**src/rtl/regfile_write_arbiter.sv**
```systemverilog
// Write-port owner for the 32x32 MIPS register file.
// After reset it writes zero to every register, then arbitrates the single
// write port among NUM_REQ writeback sources in round-robin order.
module regfile_write_arbiter #(
    parameter int NUM_REQ  = 3,
    parameter int ADDR_W   = 5,
    parameter int DATA_W   = 32,
    parameter int NUM_REGS = 32
) (
    input  logic                      clk,
    input  logic                      rst,
    input  logic [NUM_REQ-1:0]        req,
    input  logic [NUM_REQ*ADDR_W-1:0] req_index,
    input  logic [NUM_REQ*DATA_W-1:0] req_data,
    output logic [NUM_REQ-1:0]        gnt,
    output logic [ADDR_W-1:0]         wr_index,
    output logic [DATA_W-1:0]         wr_in,
    output logic                      regWrite,
    output logic                      init_done,
    output logic [7:0]                conflict_cnt
);

    localparam int          PTR_W     = (NUM_REQ > 1) ? $clog2(NUM_REQ) : 1;
    localparam int unsigned NUM_REQ_U = NUM_REQ;

    typedef enum logic {
        INIT,
        RUN
    } state_t;

    state_t             state;
    state_t             state_next;
    logic [ADDR_W-1:0]  init_cnt;
    logic [PTR_W-1:0]   ptr;
    logic [PTR_W-1:0]   ptr_next;
    logic [PTR_W-1:0]   cand;
    logic [PTR_W-1:0]   win;
    logic               win_vld;
    logic [ADDR_W-1:0]  win_index;
    logic [DATA_W-1:0]  win_data;

    // FSM state register
    always_ff @(posedge clk) begin
        if (rst) state <= INIT;
        else     state <= state_next;
    end

    // Next state: leave INIT on the edge that issues the last clear write
    always_comb begin
        state_next = state;
        if (state == INIT && init_cnt == ADDR_W'(NUM_REGS - 1))
            state_next = RUN;
    end

    // Round-robin search from ptr; grant suppressed under reset and in INIT
    always_comb begin
        gnt       = '0;
        cand      = '0;
        win       = '0;
        win_vld   = 1'b0;
        win_index = '0;
        win_data  = '0;
        ptr_next  = '0;
        if (!rst && state == RUN) begin
            for (int unsigned k = 0; k < NUM_REQ_U; k++) begin
                cand = PTR_W'((32'(ptr) + k) % NUM_REQ_U);
                if (!win_vld && req[cand]) begin
                    win_vld = 1'b1;
                    win     = cand;
                end
            end
        end
        if (win_vld) begin
            gnt[win]  = 1'b1;
            win_index = req_index[win*ADDR_W +: ADDR_W];
            win_data  = req_data[win*DATA_W +: DATA_W];
        end
        ptr_next = (32'(win) == NUM_REQ_U - 1) ? '0 : win + 1'b1;
    end

    // Clear sequencer, write-port registers and round-robin pointer
    always_ff @(posedge clk) begin
        if (rst) begin
            init_cnt <= '0;
            ptr      <= '0;
            regWrite <= 1'b0;
            wr_index <= '0;
            wr_in    <= '0;
        end else if (state == INIT) begin
            regWrite <= 1'b1;
            wr_index <= init_cnt;
            wr_in    <= '0;
            init_cnt <= init_cnt + 1'b1;
        end else if (win_vld) begin
            // $zero writes are consumed but never reach the register file
            regWrite <= (win_index != '0);
            wr_index <= win_index;
            wr_in    <= win_data;
            ptr      <= ptr_next;
        end else begin
            regWrite <= 1'b0;
        end
    end

    // Saturating count of RUN cycles with competing requests
    always_ff @(posedge clk) begin
        if (rst)
            conflict_cnt <= '0;
        else if (state == RUN && $countones(req) > 1 && conflict_cnt != 8'hFF)
            conflict_cnt <= conflict_cnt + 8'd1;
    end

    assign init_done = (state == RUN);

endmodule
```
**config.mk**
```make
export PLATFORM = sky130hd
export DESIGN_NAME = regfile_write_arbiter
export DESIGN_NICKNAME = d
export VERILOG_FILES = /design/src/rtl/regfile_write_arbiter.sv
export SDC_FILE = /design/constraint.sdc
export NUM_CORES = 1
export LEC_CHECK = 0
export CAP_MARGIN = 20
export CORE_ASPECT_RATIO = 1.5
export CORE_MARGIN = 1
export CORE_UTILIZATION = 37
export DETAILED_ROUTE_END_ITERATION = 12
export HOLD_SLACK_MARGIN = 0.06
export PLACE_DENSITY = 0.84
export SETUP_SLACK_MARGIN = 0.5
export SLEW_MARGIN = 30
export SYNTH_ARGS = -nofsm -noshare
export SYNTH_HDL_FRONTEND = slang
export SYNTH_SLANG_ARGS = --single-unit
```
**constraint.sdc**
```tcl
create_clock -name clk -period 3.1 [get_ports clk]
set_input_delay 0.62 -clock clk [delete_from_list [all_inputs] [get_ports clk]]
set_output_delay 0.62 -clock clk [all_outputs]
set_load 0.1 [all_outputs]
```
# Word level (Yosys, flattened, before mapping)
# Index checks and enable logic that the tools add are counted.
op_classes:
  shift: 2
  div_mod_pow: 3
  n_bitwise: 1
  order_cmp: 6
  n_reduce_logical: 13
  eq_ne: 4
  n_mux: 25
  add_sub_neg: 7
  n_mul: 1
op_table:
  columns: ["cell", "count"]
  rows:
  - ["96-bit by 8-bit indexed part select with 32-bit output", 1]
  - ["32-bit by 2-bit modulo with 32-bit output, second input constant", 2]
  - ["2-bit by 2-bit modulo with 32-bit output, second input constant", 1]
  - ["5-bit 2-to-1 mux", 3]
  - ["15-bit by 6-bit indexed part select with 5-bit output", 1]
  - ["2-bit by 3-bit less-than comparator with 1-bit output, second input constant", 4]
  - ["1-bit 2-to-1 mux", 12]
  - ["2-bit 2-to-1 mux", 5]
  - ["8-bit by 1-bit adder with 8-bit output, second input constant", 1]
  - ["8-bit inequality test, second input constant", 1]
  - ["1-bit logical AND", 7]
  - ["1-bit binary-select mux with 2-bit select", 3]
  - ["5-bit by 1-bit adder with 5-bit output, second input constant", 1]
  - ["5-bit == test, second input constant", 1]
  - ["2-bit by 3-bit multiplier with 5-bit output, second input constant", 1]
  - ["5-bit nonzero test", 1]
  - ["2-bit by 1-bit adder with 3-bit output", 1]
  - ["2-bit by 1-bit adder with 3-bit output, second input constant", 1]
  - ["2-bit by 2-bit adder with 3-bit output, second input constant", 1]
  - ["3-bit by 1-bit > comparator with 1-bit output, second input constant", 1]
  - ["1-bit logical NOT", 3]
  - ["3-bit 2-to-1 mux", 1]
  - ["1-bit by 1-bit adder with 2-bit output", 1]
  - ["2-bit by 1-bit adder with 2-bit output, second input constant", 1]
  - ["7 further kinds", 7]
totals:
  wordCells: 69
  regBits: 54
  input_bits: 116
  output_inout_bits: 50

# Logic depth before layout (Yosys ltp)
logic_depth:
  depth_word: 19
  ltp_mapped: 12
  mapped_depth_nobuf: 10

# Least setup slack after synthesis
# Ideal clock, no wire load.
synth_timing:
  path_kind: "register -> output"
  startpoint: "register state, in the netlist init_done"
  endpoint: "output gnt[0]"
  n_path_buf: 5
  path_stages_with_launch: 9
  t_arrival_ns: 2.775
  required_ns: 2.480
  slack_ns: -0.295
  cell_sequence: "dfxtp_1 -> buf_2 -> nand2b_1 -> clkbuf_1 -> a41o_1 -> buf_6 -> a311oi_4 -> buf_6 -> buf_2"
synth_between:
  elab_chain_len: 7
  elab_cells_between_ends: 9
  classes_between: "2 x order compare; 5 x mux; 2 x reduce/logical"
synth_rtl:
  columns: ["item", "line_no", "rtl"]
  rows:
  - ["from (decl)", "31", "state_t state;"]
  - ["from (signal assigned)", "45", "else state <= state_next;"]
  - ["1-bit logical AND *", "64", "if (!rst && state == RUN) begin"]
  - ["2-bit 2-to-1 mux", "64", null]
  - ["2-bit by 3-bit less-than comparator with 1-bit output (not written as such) or 2-bit by 1-bit greater-or-equal comparator with 1-bit output (tied branches)", "74", "gnt[win] = 1'b1;"]
  - ["1-bit logical AND (not written as such)", "74", null]
  - ["1-bit 2-to-1 mux (not written as such)", "74", null]
  - ["1-bit demux with 2-bit select", "74", null]
  - ["3-bit 2-to-1 mux *", "73", "if (win_vld) begin"]
  - ["to (decl)", "15", "output logic [NUM_REQ-1:0] gnt,"]
# Every way passes the cells marked *; elsewhere a longest branch is shown, timed or not.

# Worst setup path in the final report
layout_timing:
  startpoint: "input req[2]"
  endpoint: "output gnt[0]"
layout_between:
  elab_chain_len: 17
  elab_cells_between_ends: 26
  classes_between: "2 x order compare; 19 x mux; 5 x reduce/logical"
layout_rtl:
  columns: ["item", "line_no", "rtl"]
  rows:
  - ["from (decl)", "12", "input logic [NUM_REQ-1:0] req,"]
  - ["1-bit binary-select mux with 2-bit select", "67", "if (!win_vld && req[cand]) begin"]
  - ["1-bit 2-to-1 mux (not written as such)", "67", null]
  - ["1-bit 2-to-1 mux", "67", null]
  - ["1-bit 2-to-1 mux", "64", null]
  - ["1-bit logical NOT", "67", null]
  - ["1-bit logical AND", "67", null]
  - ["1-bit 2-to-1 mux", "67", null]
  - ["1-bit 2-to-1 mux", "64", null]
  - ["1-bit logical NOT", "67", null]
  - ["1-bit logical AND", "67", null]
  - ["2-bit 2-to-1 mux", "67", null]
  - ["2-bit 2-to-1 mux", "64", null]
  - ["2-bit by 3-bit less-than comparator with 1-bit output (not written as such) or 2-bit by 1-bit greater-or-equal comparator with 1-bit output (tied branches)", "74", null]
  - ["1-bit logical AND (not written as such)", "74", null]
  - ["1-bit 2-to-1 mux (not written as such)", "74", null]
  - ["1-bit demux with 2-bit select", "74", null]
  - ["3-bit 2-to-1 mux *", "73", null]
# Every way passes the cells marked *; elsewhere a longest branch is shown, timed or not. The select of a mux whose other input is x is not followed.

==> out/summary.log <==
INFO  final_layout   fin_nets=610
INFO  yosys          syn_avg_cell_area=8.69um2
INFO  route          wl_met2=4.95mm
INFO  clock_tree     insertion_delay=0.31ns
INFO  clock_tree     cts_root_buffer=sky130_fd_sc_hd__clkbuf_8
INFO  min_path       worst_hold_path.num_cells=2
INFO  final_layout   final_cell_count_no_fill=565
INFO  route          firstDrtPassIters=8
INFO  critical_path  path_max_fanout=5
INFO  route          detail_route.vias_per_cell=5.50
INFO  critical_path  crit_path_kind=in -> out
INFO  route          top_signal_layer_used=met4
INFO  pwr            irDropWorstVdd=240uV
INFO  sta            slew_headroom=65.2%
INFO  clock_tree     cts_tree=built
INFO  yosys          synth_edf_count=0
INFO  min_path       hold_wc_path_type=reg -> reg
INFO  floorplanning  number_of_top_level_design_ports=166
INFO  final_layout   fraction_of_layout_cells_with_a_size_suffix_above_1=23.8%
INFO  critical_path  cp_data_required_time=2.48ns
INFO  yosys          post_synth_num_cell_types=46
INFO  sta            finalHoldWorstSlack=0.458ns
INFO  grt            grt_remaining_overflow=0
INFO  clock_tree     numClockSinks=54
INFO  pwr            p_per_area=278mW/mm2
INFO  grt            antenna_found_initial=0
INFO  grt            grt.total_usage=23.1%
INFO  placement      hpwl=6.82mm
INFO  critical_path  worstReg2RegEnd=regWrite$_SDFF_PP0_
INFO  critical_path  r2r_setup_slack=0.44ns
INFO  final_layout   antenna_cells_inserted=0
INFO  critical_path  start_kind=primary input
INFO  min_path       min_delay_worst_endpoint=wr_in[25]$_SDFFE_PP0P_
INFO  pwr            clkPwrFrac=29.5%
INFO  floorplanning  fp.dieW=71.6um
INFO  sta            worst_slew_pin_slew=0.521ns
INFO  yosys          synth.cell_area=0.00269mm2
INFO  yosys          async_flop_share=0%
INFO  floorplanning  chipHeight=106um
INFO  yosys          syn-instance-count=309
INFO  route          met1_length=3.66mm
INFO  clock_tree     cts_buffers=5
INFO  pwr            finalPower=1310uW
INFO  route          residual_drc_count=0
INFO  route          dr_wl_met3=635um
INFO  pwr            power_frac_seq=53.5%
INFO  route          initialDrtViolationCount=312
INFO  pwr            power.switching_fraction=23.2%
INFO  sta            tns=0ns
INFO  critical_path  timing.reg2reg.worst_path_depth=12
INFO  critical_path  cp-end-kind=output port
INFO  floorplanning  design.die.area=0.00761mm2
INFO  outcome        status=finished, final reports clean
INFO  critical_path  launching_instance_or_port_of_the_critical_path=req[2]
INFO  pwr            share_comb_of_total_power=16.9%
INFO  floorplanning  floorplan.initialDensity=38.7%
INFO  yosys          yosys_register_bits=54
INFO  grt            grt_start_max_net_pins=35
INFO  pwr            switching_power=305uW
INFO  route          avgRoutedWirePerCell=16.7um
INFO  sta            finalCriticalPeriod=2.86ns
INFO  pwr            power.static_leakage=0.00188uW
INFO  floorplanning  row_count=37
INFO  sta            final-setup-viol-count=0
INFO  min_path       hp-start=wr_in[25]$_SDFFE_PP0P_
INFO  sta            clock-skew-final=0.0128ns
INFO  sta            slew_violations=0
INFO  pwr            internal-power=1010uW
INFO  placement      portBuffers=165
INFO  clock_tree     clkTransAtPathRegs=0.11ns
INFO  clock_tree     htreeDepth=2
INFO  sta            setup_repair_after_global_routing_missed_its_margin=true
INFO  sta            finalHoldViolations=0
INFO  route          finalWirelength=9.42mm
INFO  yosys          seq_area_frac_synth=40.2%
INFO  critical_path  worst_r2r_startpoint=ptr[0]$_SDFFE_PP0P_
INFO  clock_tree     cts-root-to-sink-buffers=2
INFO  placement      dpl.cell_count=546
INFO  clock_tree     cts.hold.buffers_added=0
INFO  final_layout   area_delta_synth_final=75.8%
INFO  route          final_antenna_net_count=0
INFO  job            max_cap_viol_count=0
INFO  yosys          ys.flop_type=sky130_fd_sc_hd__dfxtp_1
INFO  grt            via_count_of_the_first_global_routing_pass=2,901
INFO  placement      gp_congestion=0.995
INFO  grt            global_route_wire_length_before_repair=14.0mm
INFO  route          vias=3,105
INFO  sta            final.period_utilization=92.3%
INFO  critical_path  arrival=2.24ns
INFO  yosys          yosys_warnings=0
INFO  sta            max_clock_freq=350MHz
INFO  yosys          synthesis.nets=433
INFO  floorplanning  core-area=0.00694mm2
[flip-flops by register name (all words and copies together), names as in the netlist]
name / count
init_done: 1
wr_in: 32
regWrite: 1
conflict_cnt: 8
ptr: 2
init_cnt: 5
wr_index: 5
[placed cells by master (no fill, tap or decap), types with 4 or more instances in the layout]
cell type	netlist	layout
sky130_fd_sc_hd__a21oi_1	34	29
sky130_fd_sc_hd__a21oi_2	0	5
sky130_fd_sc_hd__a221oi_2	0	4
sky130_fd_sc_hd__a222oi_1	15	15
sky130_fd_sc_hd__a22o_1	10	10
sky130_fd_sc_hd__a22oi_1	8	8
sky130_fd_sc_hd__a2bb2oi_1	4	4
sky130_fd_sc_hd__and2_1	5	4
sky130_fd_sc_hd__buf_12	0	6
sky130_fd_sc_hd__buf_4	2	67
sky130_fd_sc_hd__clkbuf_8	0	5
sky130_fd_sc_hd__clkdlybuf4s50_1	0	112
sky130_fd_sc_hd__dfxtp_1	54	51
sky130_fd_sc_hd__ha_1	8	5
sky130_fd_sc_hd__inv_1	6	4
sky130_fd_sc_hd__nand2_1	36	36
sky130_fd_sc_hd__nand3_1	6	6
sky130_fd_sc_hd__nor2_1	28	28
sky130_fd_sc_hd__nor2b_1	4	4
sky130_fd_sc_hd__o21ai_0	18	14
sky130_fd_sc_hd__o21ai_1	2	5
sky130_fd_sc_hd__xnor2_1	4	4
sky130_fd_sc_hd__xor2_1	5	5
[worst max-delay path, cell delays in order]
cell and delay, ns:
sky130_fd_sc_hd__dlygate4sd2_1 0.31, sky130_fd_sc_hd__mux2i_2 0.12, sky130_fd_sc_hd__or2_4 0.27, sky130_fd_sc_hd__a41o_1 0.29, sky130_fd_sc_hd__a311oi_4 0.31, sky130_fd_sc_hd__buf_12 0.15
sky130_fd_sc_hd__buf_12 0.16
[metal layers]
metal | global-route usage, % | vias up
met5 | 0 | -
met4 | 6.30 | 0
met3 | 4.36 | 17
met2 | 43.5 | 140
met1 | 26.0 | 1442
li1 | - | 1506
[synthesized netlist by cell type, types with 2 or more instances]
library cell | n | area [um2]
sky130_fd_sc_hd__dfxtp_1 | 54 | 1080
sky130_fd_sc_hd__nand2_1 | 36 | 135
sky130_fd_sc_hd__a21oi_1 | 34 | 170
sky130_fd_sc_hd__nor2_1 | 28 | 105
sky130_fd_sc_hd__o21ai_0 | 18 | 90.1
sky130_fd_sc_hd__a222oi_1 | 15 | 150
sky130_fd_sc_hd__a22o_1 | 10 | 87.6
sky130_fd_sc_hd__buf_2 | 9 | 45.0
sky130_fd_sc_hd__a22oi_1 | 8 | 60.1
sky130_fd_sc_hd__clkbuf_1 | 8 | 30.0
sky130_fd_sc_hd__ha_1 | 8 | 100
sky130_fd_sc_hd__inv_1 | 6 | 22.5
sky130_fd_sc_hd__nand3_1 | 6 | 30.0
sky130_fd_sc_hd__and2_1 | 5 | 31.3
sky130_fd_sc_hd__mux2i_1 | 5 | 50.1
sky130_fd_sc_hd__xor2_1 | 5 | 43.8
sky130_fd_sc_hd__a221oi_1 | 4 | 35.0
sky130_fd_sc_hd__a2bb2oi_1 | 4 | 35.0
sky130_fd_sc_hd__nor2b_1 | 4 | 25.0
sky130_fd_sc_hd__xnor2_1 | 4 | 35.0
sky130_fd_sc_hd__a221o_1 | 3 | 30.0
sky130_fd_sc_hd__buf_6 | 3 | 33.8
sky130_fd_sc_hd__nand4_1 | 3 | 18.8
sky130_fd_sc_hd__a31o_2 | 2 | 17.5
sky130_fd_sc_hd__and3_1 | 2 | 12.5
sky130_fd_sc_hd__buf_4 | 2 | 15.0
sky130_fd_sc_hd__nor3_1 | 2 | 10.0
sky130_fd_sc_hd__o211ai_1 | 2 | 15.0
sky130_fd_sc_hd__o21ai_1 | 2 | 10.0
[power by group through the flow]
stage	sequential (uW)	clock [uW]	combinational (uW)
global placement	720	0	211
global route	705	433	237
finish	704	388	223
CTS	703	405	218
detailed placement	720	0	214
floorplan	739	0	34.2
[timing repair]
| item | in CTS | in global routing |
|---|---|---|
| cloned | 0 | 1 |
| pin swaps | 5 | 11 |
| gates resized for setup | 15 | 20 |
| endpoints found under the setup margin | 19 | 30 |
| setup buffers | 6 | 4 |
[cell type report]
cell class,instances,area (um2)
clock buffers,5,68.8
clock inverters,3,20.0
fillers,567,2220
inverters,6,28.8
multi-input cells,227,1590
flip-flops and latches,54,1090
well taps,78,97.6
repair buffers,192,1830
[cells by family after synthesis]
| group | synth area share (%) |
|---|---|
| and+or+nand+nor | 16.4 |
| buffers and inverters | 5.45 |
| AOI/OAI and AO/OA | 29.4 |
| muxes | 1.86 |
| xor gates and xnor gates | 2.93 |
| adders and majority gates | 3.73 |
| DFF | 40.2 |
[through the flow]
step	worst slack [ns]	util, %	area (um2)
after floorplan	0.485	-	2760
after global placement	0.0515	63.6	4420
after detailed placement	0.00739	63.6	4420
after CTS	0.228	66.2	4590
after global routing	0.164	68.0	4720
final	0.239	68.0	4720
[worst max-delay path by stage]
stage	endpoint	depth (start not counted)	slack, ns
finish	gnt[0]	7	0.24
global route	gnt[0]	8	0.16
CTS	gnt[0]	8	0.23
detailed placement	gnt[0]	7	0.007
global placement	gnt[0]	7	0.05
floorplan	gnt[0]	9	0.49
(Power assumes the default switching activity.)
